<file path="src/rtl/bus_master.sv">
// Single-outstanding bus initiator: one CPU request -> decoder/device strobes -> one response.
// Optional timeout counter is built only when BUS_MASTER_TIMEOUT_EN is defined.
module bus_master #(
  parameter int DATA_W  = 16,
  parameter int TIMEOUT = 15
) (
  input  logic                clk,
  input  logic                rst_n,
  input  logic                req_valid,
  output logic                req_ready,
  input  logic                req_we,
  input  logic [15:0]         req_addr,
  input  logic [DATA_W-1:0]   req_wdata,
  output logic                rsp_valid,
  input  logic                rsp_ready,
  output logic [DATA_W-1:0]   rsp_rdata,
  output logic                rsp_err,
  output logic [2:0]          rsp_did,
  output logic                bus_rd,
  output logic                bus_wr,
  output logic [15:0]         bus_addr,
  output logic [DATA_W-1:0]   bus_wdata,
  input  logic                dec_hit,
  input  logic [2:0]          dec_did,
  input  logic [6:0]          dev_ack,
  input  logic [7*DATA_W-1:0] dev_rdata,
  output logic [1:0]          dbg_state
);

  // Handshakes: a transfer happens on a rising edge where valid && ready are both 1;
  // valid and its payload stay stable until that edge.
  typedef enum logic [1:0] {IDLE, ISSUE, WAIT, RESP} state_t;

  state_t              state, state_nx;
  logic                bus_rd_nx, bus_wr_nx;
  logic [15:0]         bus_addr_nx;
  logic [DATA_W-1:0]   bus_wdata_nx, rsp_rdata_nx;
  logic                rsp_err_nx;
  logic [2:0]          rsp_did_nx, did_q, did_nx;
  logic                sel_ack;
  logic [DATA_W-1:0]   sel_rdata;
  logic                expired;

`ifdef BUS_MASTER_TIMEOUT_EN
  localparam int CW = (TIMEOUT < 2) ? 1 : $clog2(TIMEOUT);
  logic [CW-1:0] cnt, cnt_nx;
  // cnt counts completed ack-less WAIT cycles; expiry is the TIMEOUT-th one
  assign expired = (cnt == CW'(TIMEOUT - 1));
`else
  assign expired = 1'b0;
`endif

  assign req_ready = (state == IDLE);
  assign rsp_valid = (state == RESP);
  assign dbg_state = state;

  // Only the device latched in ISSUE may complete the access
  always_comb begin
    sel_ack   = 1'b0;
    sel_rdata = '0;
    for (int n = 0; n < 7; n++) begin
      if (did_q == 3'(n)) begin
        sel_ack   = dev_ack[n];
        sel_rdata = dev_rdata[n*DATA_W +: DATA_W];
      end
    end
  end

  always_comb begin
    state_nx     = state;
    bus_rd_nx    = bus_rd;
    bus_wr_nx    = bus_wr;
    bus_addr_nx  = bus_addr;
    bus_wdata_nx = bus_wdata;
    rsp_rdata_nx = rsp_rdata;
    rsp_err_nx   = rsp_err;
    rsp_did_nx   = rsp_did;
    did_nx       = did_q;
`ifdef BUS_MASTER_TIMEOUT_EN
    cnt_nx       = cnt;
`endif
    case (state)
      IDLE: begin
        if (req_valid) begin
          bus_addr_nx = req_addr;
          bus_rd_nx   = !req_we;
          bus_wr_nx   = req_we;
          if (req_we) bus_wdata_nx = req_wdata;
          state_nx    = ISSUE;
        end
      end
      ISSUE: begin
        if (!dec_hit) begin
          bus_rd_nx    = 1'b0;
          bus_wr_nx    = 1'b0;
          rsp_err_nx   = 1'b1;
          rsp_did_nx   = 3'd7;
          rsp_rdata_nx = '0;
          state_nx     = RESP;
        end else begin
          did_nx   = dec_did;
`ifdef BUS_MASTER_TIMEOUT_EN
          cnt_nx   = '0;
`endif
          state_nx = WAIT;
        end
      end
      WAIT: begin
        if (sel_ack) begin
          bus_rd_nx    = 1'b0;
          bus_wr_nx    = 1'b0;
          rsp_rdata_nx = bus_wr ? '0 : sel_rdata;
          rsp_err_nx   = 1'b0;
          rsp_did_nx   = did_q;
          state_nx     = RESP;
        end else if (expired) begin
          bus_rd_nx    = 1'b0;
          bus_wr_nx    = 1'b0;
          rsp_rdata_nx = '0;
          rsp_err_nx   = 1'b1;
          rsp_did_nx   = did_q;
          state_nx     = RESP;
        end else begin
`ifdef BUS_MASTER_TIMEOUT_EN
          cnt_nx = cnt + 1'b1;
`endif
        end
      end
      RESP: begin
        if (rsp_ready) state_nx = IDLE;
      end
      default: state_nx = IDLE;
    endcase
  end

  always_ff @(posedge clk or negedge rst_n) begin
    if (!rst_n) begin
      state     <= IDLE;
      bus_rd    <= 1'b0;
      bus_wr    <= 1'b0;
      bus_addr  <= '0;
      bus_wdata <= '0;
      rsp_rdata <= '0;
      rsp_err   <= 1'b0;
      rsp_did   <= 3'd7;
      did_q     <= 3'd7;
`ifdef BUS_MASTER_TIMEOUT_EN
      cnt       <= '0;
`endif
    end else begin
      state     <= state_nx;
      bus_rd    <= bus_rd_nx;
      bus_wr    <= bus_wr_nx;
      bus_addr  <= bus_addr_nx;
      bus_wdata <= bus_wdata_nx;
      rsp_rdata <= rsp_rdata_nx;
      rsp_err   <= rsp_err_nx;
      rsp_did   <= rsp_did_nx;
      did_q     <= did_nx;
`ifdef BUS_MASTER_TIMEOUT_EN
      cnt       <= cnt_nx;
`endif
    end
  end

endmodule

</file>
<file path="config.mk">
export PLATFORM = sky130hd
export DESIGN_NAME = bus_master
export DESIGN_NICKNAME = d
export VERILOG_FILES = /design/src/rtl/bus_master.sv
export SDC_FILE = /design/constraint.sdc
export NUM_CORES = 1
export LEC_CHECK = 0
export CORE_MARGIN = 2
export CORE_UTILIZATION = 37
export CTS_CLUSTER_DIAMETER = 60
export CTS_CLUSTER_SIZE = 25
export DETAILED_ROUTE_END_ITERATION = 16
export GPL_ROUTABILITY_DRIVEN = 1
export GPL_TIMING_DRIVEN = 0
export PLACE_DENSITY = 0.81
export SLEW_MARGIN = 20
export SYNTH_ARGS = -nofsm -noshare
export SYNTH_HDL_FRONTEND = slang
export SYNTH_SLANG_ARGS = --single-unit
</file>
<file path="constraint.sdc">
create_clock -name clk -period 2.9 [get_ports clk]
set_clock_uncertainty 0.1 [all_clocks]
set_input_delay 0.435 -clock clk [delete_from_list [all_inputs] [get_ports clk]]
set_output_delay 0.435 -clock clk [all_outputs]
set_load 0.05 [all_outputs]
</file>
After elaboration in Yosys (flattened, before gate mapping)
Cells that the tools add are included.
{"block": "op_classes", "n_eq_ne": 13, "mux": 34, "n_reduce_logical": 11}
{"cell": "$mux W16", "count": 10}
{"cell": "$pmux W16 S2", "count": 1}
{"cell": "$mux W1", "count": 13}
{"cell": "$eq A3 B3 Y1 const B", "count": 3}
{"cell": "$reduce_and A3 Y1", "count": 3}
{"cell": "$pmux W2 S4", "count": 1}
{"cell": "$eq A3 B2 Y1 const B", "count": 2}
{"cell": "$mux W2", "count": 3}
{"cell": "$mux W3", "count": 2}
{"cell": "$ne A2 B2 Y1 const B", "count": 3}
{"cell": "$pmux W1 S3", "count": 2}
{"cell": "$pmux W3 S2", "count": 1}
{"cell": "$eq A2 B2 Y1 const B", "count": 2}
{"cell": "$reduce_and A2 Y1", "count": 2}
{"cell": "$reduce_and A4 Y1", "count": 1}
{"cell": "$eq A3 B1 Y1 const B", "count": 1}
{"cell": "$logic_not A3 Y1", "count": 1}
{"cell": "$reduce_bool A3 Y1", "count": 1}
{"cell": "$eq A2 B1 Y1 const B", "count": 1}
{"cell": "$logic_not A2 Y1", "count": 1}
{"cell": "$ne A2 B1 Y1 const B", "count": 1}
{"cell": "$pmux W1 S2", "count": 1}
{"cell": "$reduce_bool A2 Y1", "count": 1}
{"cell": "$logic_not A1 Y1", "count": 1}
{"block": "totals", "regBits": 59, "input_bits": 160, "output_inout_bits": 58, "wordCells": 67}

Logic depth before layout (Yosys ltp)
{"block": "depth", "depth_word": 11, "ltp_mapped": 8, "depth_no_buf": 6}

Worst setup path after synthesis
OpenSTA, ideal clock, no wires.
{"block": "synth_path", "path_type": "reg-to-reg", "startpoint": "register state[0] (netlist: dbg_state[0])", "endpoint": "register bus_wdata[10]", "setup_ps": 125, "arrival_ps": 2314, "required_ps": 2675, "slack_ps": 361, "stages_incl_launch_ff": 6, "n_path_buf": 1, "synth_period_minus_slack_ps": 2539, "cell_sequence": "dfrtp_1 inv_1 ha_1 nand3_1 clkbuf_1 mux2_2"}
{"block": "synth_between", "elab_chain_len": 2}
{"item": "from (decl)", "line": "34", "text": "state_t state, state_nx;"}
{"item": "from (signal assigned)", "line": "151", "text": "state <= state_nx;"}
{"item": "$logic_not A2 Y1"}
{"item": "via req_ready", "line": "10", "text": "output logic req_ready,"}
{"item": "$reduce_and A3 Y1 (no line)"}
{"item": "to (signal assigned)", "line": "155", "text": "bus_wdata <= bus_wdata_nx;"}
{"item": "to (decl)", "line": "22", "text": "output logic [DATA_W-1:0] bus_wdata,"}
The timed path passes the listed nets, and every way through them passes these cells.
A chain may end at the register's enable or synchronous reset.

Final worst setup path
{"block": "layout_path", "startpoint": "register state[0] (netlist: dbg_state[0])", "endpoint": "output req_ready"}
{"block": "layout_between", "elab_chain_len": 1}
{"item": "$logic_not A2 Y1", "line": "53", "text": "assign req_ready = (state == IDLE);"}
{"item": "to (decl)", "line": "10"}
No other way between the ends.

==> results.py <==
metrics = {
    "run_status": {
        "outcome": "completed",
    },
    "layout": {
        "syn_to_final_growth_pct": 74.0,
        "layout_common_cells": "216 x clkdlybuf4s50_1, 53 x dfrtp_1, 51 x mux2_2, 32 x a22oi_1, 24 x inv_1",
        "fin_area_mm2": 0.00597,
        "fill_cells": 742,
        "drive_above_1_share_pct": 17.9,
        "antennaDiodeCount": 0,
        "finalNetCount": 697,
        "stdcell_count": 648,
        "layout_commonest_cell": "clkdlybuf4s50_1",
    },
    "synthesis": {
        "ys_async_sr_fraction_pct": 100,
        "syn_inst": 302,
        "ys_seq_area_share_pct": 43.2,
        "synth-edff-count": 0,
        "post-synth-top-area-fraction_pct": 38.6,
        "syn_avg_cell_area_um2": 11.4,
        "synth-main-ff-cell": "dfrtp_1",
        "yosys_warnings": 0,
        "synth_top_area_cell": "dfrtp_1",
        "synth_area_mm2": 0.00343,
        "synth_seq_cells": 59,
        "ys_types": 39,
        "synth_fp_nets": 467,
        "ys_top_cells_by_area": "dfrtp_1 39%, mux2_2 17%, a22oi_1 7.0%, mux2i_1 4.7%, dfstp_2 4.6%",
    },
    "timing": {
        "finalCritPeriodShare_pct": 88.4,
        "worst_pin_slew_ns": 0.551,
        "tns_ns": 0,
        "period_minus_slack_ns": 2.56,
        "hold_viol_final": 0,
        "setup_viol_count_final": 0,
        "rsz0062_at_grt": "false",
        "hold_slack_ns": 0.406,
        "slew-limit-headroom_pct": 63.2,
        "finalWorstSetupSlack_ns": 0.336,
        "drv_slew": 0,
        "max_freq_mhz": 390,
    },
    "setup_path": {
        "critPathMaxFanout": 7,
        "rr_worst_depth": 7,
        "crit_path_start_kind": "flop",
        "setup.worst_path.end_class": "output port",
        "worstPathArrival_ns": 2.03,
        "required_ns": 2.37,
        "path_class": "reg -> out",
    },
    "routing": {
        "remaining_drc_errors": 0,
        "drt-initial-drc-count": 98,
        "dr.pass1.iters": 6,
        "via_per_inst": 5.20,
        "avgRoutedWirePerCell_um": 17.9,
        "ant_nets": 0,
        "num_vias": 3367,
        "drt-total-wl_mm": 11.6,
    },
    "cts": {
        "cts-htree-levels": 3,
        "cts_hold_buf": 1,
        "insertion_delay_ns": 0.33,
        "clk_pin_slew_ns": 0.07,
        "cts-root-buf": "clkbuf_8",
        "cts-buffers-inserted": 9,
        "cts_setup_buffers": 0,
        "cts_resized": 0,
        "clockBufferDepth": 2,
        "clock_sinks": 59,
        "cts_tree": "done",
    },
    "floorplan": {
        "core_mm2": 0.00911,
        "ios": 218,
        "initial_core_util_pct": 37.7,
        "die_area_mm2": 0.0101,
        "die_h_um": 100,
        "row_count": 35,
        "fp.dieW_um": 100,
    },
    "grt": {
        "grt_pass1_wl_mm": 17.7,
        "grt_pass1_vias": 3575,
        "antenna_found_initial": 0,
        "grt_overflow_total": 0,
        "grt_use_total_pct": 22.5,
        "grt_max_degree": 32,
    },
    "placement": {
        "place_area_mm2": 0.00576,
        "dp.final_hpwl_mm": 9.18,
        "io_buffers": 217,
        "dp_slack_ns": 0.560,
        "gp_congestion": 0.868,
        "dp.cells": 631,
    },
    "min_path": {
        "hold_depth": 1,
        "hp-class": "reg -> reg",
    },
    "power_and_ir_drop": {
        "irDropWorstVdd_v": 0.000665,
        "leakagePower_nw": 2.38,
        "p_per_area_mw_per_mm2": 1080,
    },
    "run": {
        "max-cap-violations": 0,
    },
}
==> cell usage after synthesis, types with 6 or more instances <==
library cell / instances
clkbuf_1: 12
o221ai_1: 16
dfstp_2: 6
o211ai_1: 16
o21ai_0: 16
nor2b_1: 6
mux2i_1: 16
buf_2: 6
dfrtp_1: 53
a22oi_1: 32
inv_1: 24
mux2_2: 51
==> path summary, 6_finish.rpt <==
path                              start            end  slack [ns]
max                        dbg_state[0]      req_ready        0.34
min reg2reg                 bus_addr[1]    bus_addr[1]        0.41
max reg2reg                    did_q[2]     rsp_did[0]        0.59
min                         bus_addr[1]    bus_addr[1]        0.41
max in group asynchronous         rst_n       did_q[1]        1.62
min in group asynchronous         rst_n  rsp_rdata[15]        0.49
==> power by group <==
part           switching, W  total, W  internal [W]
logic               0.00252   0.00429       0.00178
clock network      0.000347  0.000767      0.000420
registers          0.000206   0.00139       0.00118
total               0.00307   0.00645       0.00338
==> routing by layer <==
layer | track usage (%) | routed length [um] | up-vias
met5 | 0 | 0 | -
met1 | 24.8 | 4320 | 1616
met4 | 8.11 | 226 | 0
met3 | 6.82 | 1060 | 21
li1 | - | - | 1589
met2 | 40.8 | 5980 | 141
==> metrics by stage <==
stage                     utilization, %  power (W)
after floorplan                        -    0.00434
after CTS                           65.6    0.00651
final                               65.6    0.00645
after detailed placement            63.2    0.00570
after global routing                65.6    0.00681
after global placement              63.0    0.00562
==> kinds of logic (layout without fill, tap and decap cells) <==
kind of cell	after synthesis	in the layout	synth area share [%]
compound gates	90	90	20.2
mux	73	73	23.7
flops	59	59	43.2
buf+inv	48	283	6.02
simple gates	27	27	5.03
fa+ha+maj	5	5	1.82
==> registers in the layout, indices dropped and copies added (netlist names) <==
| register | count |
|---|---|
| bus_addr | 16 |
| bus_rd | 1 |
| bus_wdata | 16 |
| bus_wr | 1 |
| dbg_state | 2 |
| did_q | 3 |
| rsp_did | 3 |
| rsp_err | 1 |
| rsp_rdata | 16 |
==> critical path: stages (launching register included) <==
cell and delay, ns:
dfrtp_1 0.46, inv_1 0.13, ha_1 0.25, clkdlybuf4s50_1 0.85
==> layout make-up <==
cell class | count | area, um^2 | share of cell area (%)
clock inverter | 6 | 65.1 | 1.09
timing repair buffer | 219 | 2200 | 36.8
inverter | 24 | 90.1 | 1.51
sequential | 59 | 1480 | 24.8
multi-input combinational | 195 | 1740 | 29.2
clock buffer | 10 | 138 | 2.30
tap | 111 | 139 | 2.33
buffer | 24 | 116 | 1.95
Note: power is estimated with default switching activity, not from simulation.
